## src/rtl/ram_port_arbiter.sv

```systemverilog
// Arbitrates a fetch port and a data port onto one shared RAM port. Data has
// priority until it has won STARVE_LIMIT grants in a row while a fetch waits.
module ram_port_arbiter #(
  parameter int unsigned STARVE_LIMIT = 4
) (
  input  logic        CLK,
  input  logic        nRST,
  // fetch port
  input  logic        iren,
  input  logic [31:0] iaddr,
  output logic [31:0] i_rdata,
  output logic        i_ram_busy,
  // data port
  input  logic        dren,
  input  logic        dwen,
  input  logic [31:0] daddr,
  input  logic [31:0] dwdata,
  input  logic [3:0]  dbyte_en,
  output logic [31:0] d_rdata,
  output logic        d_ram_busy,
  // shared RAM port
  output logic        ram_ren,
  output logic        ram_wen,
  output logic [31:0] ram_addr,
  output logic [31:0] ram_wdata,
  output logic [3:0]  ram_byte_en,
  input  logic [31:0] ram_rdata,
  input  logic        ram_busy
);

  typedef enum logic [1:0] {
    StIdle = 2'd0,
    StIAcc = 2'd1,
    StDAcc = 2'd2
  } state_e;

  localparam logic [2:0] StarveMax = 3'(STARVE_LIMIT);

  state_e      state_q;
  logic [2:0]  starve_q;
  logic        ram_ren_q;
  logic        ram_wen_q;
  logic [31:0] ram_addr_q;
  logic [31:0] ram_wdata_q;
  logic [3:0]  ram_byte_en_q;

  logic        dreq;
  logic        d_first;
  logic        access_done;
  logic [2:0]  starve_inc;

  assign dreq        = dren | dwen;
  assign d_first     = dreq && (starve_q < StarveMax);
  assign access_done = (state_q != StIdle) && !ram_busy;
  assign starve_inc  = (starve_q < StarveMax) ? starve_q + 3'd1 : starve_q;

  always_ff @(posedge CLK or negedge nRST) begin
    if (!nRST) begin
      state_q       <= StIdle;
      starve_q      <= 3'd0;
      ram_ren_q     <= 1'b0;
      ram_wen_q     <= 1'b0;
      ram_addr_q    <= 32'd0;
      ram_wdata_q   <= 32'd0;
      ram_byte_en_q <= 4'd0;
    end else begin
      unique case (state_q)
        StIdle: begin
          if (d_first || (dreq && !iren)) begin
            state_q       <= StDAcc;
            // A simultaneous read and write collapses to the write.
            ram_ren_q     <= dren & ~dwen;
            ram_wen_q     <= dwen;
            ram_addr_q    <= daddr;
            ram_wdata_q   <= dwdata;
            ram_byte_en_q <= dbyte_en;
            starve_q      <= iren ? starve_inc : 3'd0;
          end else if (iren) begin
            state_q       <= StIAcc;
            ram_ren_q     <= 1'b1;
            ram_wen_q     <= 1'b0;
            ram_addr_q    <= iaddr;
            ram_wdata_q   <= 32'd0;
            ram_byte_en_q <= 4'hF;
            starve_q      <= 3'd0;
          end
        end
        StIAcc, StDAcc: begin
          // Completion always returns to idle; the next grant waits one bubble.
          if (!ram_busy) begin
            state_q       <= StIdle;
            ram_ren_q     <= 1'b0;
            ram_wen_q     <= 1'b0;
            ram_addr_q    <= 32'd0;
            ram_wdata_q   <= 32'd0;
            ram_byte_en_q <= 4'd0;
          end
        end
        default: state_q <= StIdle;
      endcase
    end
  end

  assign ram_ren     = ram_ren_q;
  assign ram_wen     = ram_wen_q;
  assign ram_addr    = ram_addr_q;
  assign ram_wdata   = ram_wdata_q;
  assign ram_byte_en = ram_byte_en_q;

  assign i_ram_busy = iren & ~(access_done && (state_q == StIAcc));
  assign d_ram_busy = dreq & ~(access_done && (state_q == StDAcc));

  assign i_rdata = (state_q == StIAcc) ? ram_rdata : 32'd0;
  assign d_rdata = ((state_q == StDAcc) && !ram_wen_q) ? ram_rdata : 32'd0;

endmodule

```

## config.mk

```make
export PLATFORM = sky130hd
export DESIGN_NAME = ram_port_arbiter
export DESIGN_NICKNAME = d
export VERILOG_FILES = /design/src/rtl/ram_port_arbiter.sv
export SDC_FILE = /design/constraint.sdc
export NUM_CORES = 1
export LEC_CHECK = 0
export BUFFER_PORTS_ARGS = -buffer_cell sky130_fd_sc_hd__buf_4
export CAP_MARGIN = 15
export CORE_MARGIN = 1.5
export CORE_UTILIZATION = 35
export DETAILED_ROUTE_END_ITERATION = 10
export GPL_TIMING_DRIVEN = 1
export PLACE_DENSITY = 0.75
export REMOVE_ABC_BUFFERS = 1
export SKIP_LAST_GASP = 1
export SYNTH_ARGS = -nofsm -noshare
export SYNTH_HDL_FRONTEND = slang
export SYNTH_SLANG_ARGS = --single-unit
```

## constraint.sdc

```tcl
create_clock -name CLK -period 6.2 [get_ports CLK]
set_input_delay 0.62 -clock CLK [delete_from_list [all_inputs] [get_ports CLK]]
set_output_delay 0.62 -clock CLK [all_outputs]
set_load 0.005 [all_outputs]
```

# Word level (Yosys, flattened, before mapping)
# Index checks and enable logic that the tools add are counted.
# word_totals
input_bits	138
regBits	75
memories	0
word_cells	67
output_inout_bits	136
latchBits	0
ram_bits	0
mem_bits_ro	0
# classes
n_shift	0
order_cmp	1
div_mod_pow	0
n_mux	28
n_mul	0
reduce_logical	18
eq_ne	5
n_addsub	1
n_bitwise	7
# ops
operator	count
$mux 32	7
$pmux 32 s2	2
$mux 3	4
$mux 4	3
$pmux 4 s2	1
$logic_and 1x1->1	6
$mux 2	3
$ne 3x3->1 const B	2
$reduce_and 3->1	2
$reduce_bool 2->1	3
$mux 1	5
$pmux 1 s2	2
$pmux 2 s2	1
$add 3x1->3 const B	1
$and 1x1->1	3
$logic_not 1->1	3
$lt 3x3->1 const B	1
$not 1->1	3
$eq 2x1->1 const B	1
$eq 2x2->1 const B	1
$logic_not 2->1	1
$ne 2x2->1 const B	1
$reduce_and 2->1	1
$reduce_or 2->1	1
2 further kinds	2

# Depth between registers and ports, before layout
# Gate-level depths: netlist (run 1).
# logic_depth
depth_word	5
depth_mapped	8
depth_no_buf	5

# Least setup slack after synthesis (run 1)
# No wires, ideal clock.
# synth_timing
kind	input port to flip-flop
startpoint	in dwen
endpoint	reg ram_ren_q, in the netlist ram_ren
n_path_buf	2
path_slack_ns	4.150
arrival_time_ns	1.922
path_stages	5
t_required_ns	6.073
setup_time_ns	0.127
cell_sequence	buf_6 or4b_4 o211ai_4 buf_8 mux2_1
# synth_between
elab_chain_cells	5
word_cells_on_any_way	10
cone_classes	eq/ne (1); mux (2); bitwise (3); reduce/logical (4)
# synth_rtl
element	line	rtl
from (decl)	15	input logic dwen,
$or 1x1->1	52	assign dreq = dren | dwen;
$logic_and 1x1->1 (on tied branches)	53, 69	
$logic_or 1x1->1	69	if (d_first || (dreq && !iren)) begin
$ne 3x3->1 (no line) or $mux 1 (tied branches)	-	
$reduce_and 3->1 (no line) or $pmux 1 s2 (tied branches)	-	
to (signal assigned)	72	ram_ren_q <= dren & ~dwen;
to (decl)	41	logic ram_ren_q;
# Several ways; a longest one is shown, not always the timed one.
# A chain may end at the register's enable or synchronous reset.

# Final worst setup path (run 1)
# layout_timing
startpoint	reg state_q[0]
endpoint	reg ram_wen_q, in the netlist ram_wen
# layout_between
elab_chain_cells	4
word_cells_on_any_way	9
cone_classes	eq/ne (4); mux (1); reduce/logical (4)
# layout_rtl
element	line	rtl
from (decl)	39	state_e state_q;
from (signal assigned)	59	state_q <= StIdle;
from (signal assigned)	70	state_q <= StDAcc;
from (signal assigned)	79	state_q <= StIAcc;
$eq 2x1->1 or $eq 2x2->1 (tied branches)	67	unique case (state_q)
$reduce_or 2->1	67	
$ne 2x2->1 (no line) or $reduce_bool 2->1 (tied branches)	-	
$reduce_and 3->1 (no line)	-	
to (signal assigned)	73	ram_wen_q <= dwen;
to (decl)	42	logic ram_wen_q;
# Several ways; a longest one is shown, not always the timed one.

==> impl_metrics.yaml, run 1 <==
clock_network:
  clockBufferDepth: 2
  cts_buffers: 9
  cts_max_level: 3
  cts-root-buf: "clkbuf_8"
  cts_hold_buf: 0
  clock_sinks: 75
  clk_latency_ns: 0.34
  path_clk_slew_ns: 0.08
  cts_tree: "done"
  post_cts_resized: 0
  cts_setup_buffers: 0
sta:
  rsz0062_at_grt: "false"
  fin_setup_tns_ns: 0
  drv_slew: 0
  max_freq_ghz: 0.371
  max_slew.worst_pin.slew_ns: 0.986
  relSlewSlack_pct: 33.9
  final-hold-violation-count: 0
  fin_ws_ns: 3.50
  post-route-period-util_pct: 43.5
  setup_viol: 0
  finClkSkew_ns: 0.00872
  fin_crit_ns: 2.70
placement:
  post-place-ws_ns: 3.51
  io_buffers: 273
  gp_congestion: 0.814
  placed_cells: 696
  placed_cell_area_mm2: 0.00586
  place_hpwl_mm: 9.38
global_route:
  antenna_found_initial: 0
  grt_pass1_wl_mm: 18.3
  first_global_vias: 3460
  grt_overflow: 0
  grt.total_usage_pct: 20.9
  grt_start_max_net_pins: 76
floorplanning:
  pin_count: 274
  die_area_mm2: 0.0114
  fp-row-count: 37
  fp.coreArea_mm2: 0.0104
  die_w_um: 107
  die_h_um: 107
  initial_utilization_pct: 36.4
yosys:
  synthCells: 310
  synth.distinct_cells: 31
  netlist.area_leader.share_pct: 49.7
  synth_top_area_cell: "dfrtp_1"
  ys_seq_area_share_pct: 49.7
  syn-cell-area_mm2: 0.00377
  syn-mean-instance-area_um2: 12.2
  synthTopCellsByArea: "dfrtp_1 50%, and2_1 11%, mux2i_1 8.8%, a22o_1 8.1%, o2bb2ai_1 5.6%"
  ys_warn_count: 0
  synth-seq-cells: 75
finish:
  fin_area_mm2: 0.00610
  diodes: 0
  fin_cells: 713
  layout-drive-gt1-share_pct: 54.1
  final_cell_mix: "277 x buf_4, 75 x dfrtp_1, 64 x and2_1"
  final_common_cell: "buf_4"
  syn_to_final_growth_pct: 61.7
  fin_nets: 714
critical_path:
  critPathMaxFanout: 36
  cp.required_ns: 6.46
  cp.arrival_ns: 2.96
  critPathLaunchType: "flop"
  path_class: "flop to flop"
  end_kind: "flop"
route:
  drt_iter0_drc: 166
  vias: 3449
  drc: 0
  vias_per_cell: 4.84
  routed_wl_mm: 12.1
  ant_nets: 0
  firstDrtPassIters: 4
  wl_per_cell_um: 17.0
power_and_ir_drop:
  p_leak_nw: 3.16
  irDropWorstVdd_mv: 0.261
  p_per_area_mw_per_mm2: 409
min_path:
  hold_class: "input pin to async pin"
status:
  status: "complete, no violations"
job:
  max-cap-violations: 0
metrics by stage:
| step | power [mW] | hold WS, ns | utilization [%] |
|---|---|---|---|
| 6_report | 2.50 | 0.403 | 58.8 |
| 5_1_grt | 2.67 | 0.468 | 58.8 |
| 4_1_cts | 2.52 | 0.434 | 58.7 |
| 2_1_floorplan | 1.41 | 0.324 | - |
| 3_3_place_gp | 2.03 | 0.472 | 56.5 |
| 3_5_place_dp | 2.08 | 0.475 | 56.5 |
cell type report:
cell class,instances,area [um2]
clock buffers,10,138
clock inverters,6,93.8
fillers,887,4270
inverters,6,22.5
multi-input cells,202,1710
flip-flops and latches,75,1880
well taps,136,170
repair buffers,278,2090
worst paths after layout:
kind / startpoint / end / slack, ns / depth (start not counted)
max in group asynchronous: nRST / ram_wdata[8] / 5.19 / 1
min: nRST / ram_wdata[5] / 0.40 / 1
min in group CLK: dwdata[21] / ram_wdata[21] / 0.49 / 2
max: state_q[0] / ram_wen / 3.50 / 6
min reg2reg: ram_addr[4] / ram_addr[4] / 0.49 / 1
max reg2reg: state_q[0] / ram_wen / 3.50 / 6
critical path, cell delays in order (launching register included):
cell and delay, ns:
dfrtp_1 0.41, inv_1 0.10, ha_1 0.36, or4b_4 0.55, o211ai_4 0.41, buf_4 0.54
mux2i_1 0.23
synthesized netlist by cell type:
cell type	n
dfrtp_1	75
and2_1	64
a22o_1	35
mux2i_1	33
o2bb2ai_1	24
clkbuf_1	11
o2bb2ai_2	11
buf_2	7
a21oi_1	6
inv_1	6
buf_4	4
ha_1	4
mux2_2	4
nand2_1	4
buf_8	3
nor2_1	2
nor2b_1	2
o21ai_0	2
a21boi_0	1
a2bb2oi_1	1
a32o_1	1
buf_12	1
buf_6	1
mux2_1	1
nand2b_1	1
nand4b_1	1
nor3_1	1
nor3b_1	1
o211ai_4	1
o31a_1	1
or4b_4	1
where the power goes:
group	leakage (nW)	internal, mW	switching (mW)
logic	2.06	0.675	0.610
registers	0.981	0.670	0.109
clock network	0.113	0.241	0.190
routing by layer:
metal	track usage (%)	wire length (um)	vias up
li1	-	-	1643
met2	38.5	6400	168
met3	5.90	1030	21
met4	7.81	293	0
met5	0	0	-
met1	22.7	4400	1617
flip-flops by register name, summed over array words and instances (netlist names):
signal	count
starve_q	3
ram_addr	32
state_q	2
ram_wdata	32
ram_ren	1
ram_wen	1
ram_byte_en	4
cell families after synthesis:
kind of cell / after synthesis / share of synthesized area (%)
buffers and inverters: 33 / 5.44
DFF: 75 / 49.7
and+or+nand+nor: 77 / 12.6
muxes: 38 / 10.2
AOI/OAI and AO/OA: 83 / 20.6
adders and majority gates: 4 / 1.33
No activity file was read; power rests on OpenSTA's default activity.
==> inputs of run 2 (changes only) <==
==> constraint.sdc (replaced) <==
create_clock -name CLK -period 2.6 [get_ports CLK]
set_input_delay 0.26 -clock CLK [delete_from_list [all_inputs] [get_ports CLK]]
set_output_delay 0.26 -clock CLK [all_outputs]
set_load 0.005 [all_outputs]
==> run 2 against run 1 <==
Net effect: sequential power rose by 140%; sequential share of layout area did not move; non-clock buffer count rose by 2; largest cell class unchanged; register-to-register slack got worse by 3.2 ns; worst hold slack got worse by 0.35 ns; combinational power rose by 140%; sequential cell count did not move; critical path depth did not move; first-iteration DRC count fell by 9.6%; core utilization did not move; final cell count rose by 0.28%.
==> impl_metrics.yaml, run 2 (synthesized netlist as in run 1, its figures left out) <==
sta:
  post-route-period-util_pct: 88.2
  fin_crit_ns: 2.29
  final-hold-violation-count: 0
  relSlewSlack_pct: 30.8
  setup_viol: 0
  hold_ws_ns: 0.0567
  finClkSkew_ns: 0.00854
  max_freq_ghz: 0.436
  drv_slew: 0
  rsz0062_at_grt: "false"
  fin_setup_tns_ns: 0
  max_slew.worst_pin.slew_ns: 1.04
finish:
  fin_nets: 716
  final_common_cell: "buf_4"
  final_cell_mix: "280 x buf_4, 75 x dfrtp_1, 64 x and2_1"
  layout-drive-gt1-share_pct: 54.1
  diodes: 0
  syn_to_final_growth_pct: 61.7
  n_fill_cell: 893
critical_path:
  path_class: "flop to flop"
  critPathLaunchType: "flop"
  end_kind: "flop"
  cp.arrival_ns: 2.57
  cp.required_ns: 2.88
  critPathMaxFanout: 32
power_and_ir_drop:
  irDropWorstVdd_mv: 0.538
  p_sw_share_pct: 36.2
  power.share.clock_pct: 16.9
  p_int_mw: 3.77
  p_per_area_mw_per_mm2: 967
  p_leak_nw: 3.16
  power_mw: 5.90
  pwr-share-comb_pct: 51.6
  power.switching_mw: 2.14
  seqPwrFrac_pct: 31.5
route:
  drt_iter0_drc: 150
  firstDrtPassIters: 5
  routed_wl_mm: 12.0
  vias_per_cell: 4.82
  wl_per_cell_um: 16.8
  vias: 3446
  ant_nets: 0
  drc: 0
clock_network:
  clk_latency_ns: 0.34
  cts-root-buf: "clkbuf_8"
  cts_setup_buffers: 0
  post_cts_resized: 0
  clock_sinks: 75
  path_clk_slew_ns: 0.09
  clockBufferDepth: 2
  cts_buffers: 9
  cts_max_level: 3
  cts_hold_buf: 0
  cts_tree: "done"
placement:
  gp_congestion: 0.783
  place_hpwl_mm: 9.34
  io_buffers: 273
min_path:
  hold_class: "input pin to async pin"
global_route:
  grt.total_usage_pct: 20.5
  grt_overflow: 0
  grt_start_max_net_pins: 76
  antenna_found_initial: 0
  first_global_vias: 3482
  grt_pass1_wl_mm: 18.1
floorplanning:
  fp.coreArea_mm2: 0.0104
  initial_utilization_pct: 36.4
  die_w_um: 107
  fp-row-count: 37
  die_h_um: 107
  die_area_mm2: 0.0114
  pin_count: 274
job:
  max-cap-violations: 0
status:
  status: "complete, no violations"
-- run 2: changes by cell type in the layout (fill, tap and decap cells not counted), sizes merged --
cell	before	now
clkinv	1	0
inv	8	9
buf	278	280
-- run 2: layer usage --
metal	part of all wire (%)	global-route usage (%)
met5	0	0
met4	2.0	6.76
met3	8.0	5.90
met2	54	38.7
met1	36	21.6
-- run 2: worst paths after layout --
check                                  from       endpoint  slack [ns]  cells past startpoint
worst max-delay path             state_q[1]  ram_wdata[31]        0.31                      6
worst max register to register   state_q[1]  ram_wdata[31]        0.31                      6
min in group CLK                 dwdata[17]  ram_wdata[17]        0.13                      2
worst min-delay path                   nRST  ram_wdata[21]        0.06                      1
worst min register to register  ram_addr[9]    ram_addr[9]        0.49                      1
max in group asynchronous              nRST     state_q[0]        1.93                      1
-- run 2: area by class of cell --
type                    count  area, um2  share of cell area [%]
repair buffers            280       2100                    34.4
flip-flops and latches     75       1880                    30.8
multi-input cells         202       1710                    28.0
well taps                 136        170                    2.79
clock buffers              10        128                    2.09
clock inverters             6       96.3                    1.58
inverters                   6       22.5                   0.369
-- run 2: critical path, stage by stage (launching register included) --
cell and delay, ns:
dfrtp_1 0.41, inv_1 0.11, ha_1 0.33, or4b_4 0.54
o211ai_4 0.18, buf_4 0.44, a22o_1 0.22
-- run 2: power by group through the flow --
stage | registers, mW | logic [mW] | clock network (mW)
finish | 1.86 | 3.05 | 0.998
global route | 1.91 | 3.32 | 1.08
CTS | 1.86 | 3.10 | 1.04
detailed placement | 1.86 | 3.12 | 0
global placement | 1.87 | 3.00 | 0
floorplan | 1.86 | 1.50 | 0
-- run 2: metrics by stage --
stage	util [%]	instance area [um2]	cells	setup WS, ns
6_report	58.8	6100	715	0.308
5_1_grt	58.8	6100	715	0.193
4_1_cts	58.8	6100	715	0.305
3_5_place_dp	56.7	5880	699	0.317
3_3_place_gp	56.7	5880	699	0.412
2_1_floorplan	-	3590	283	0.124
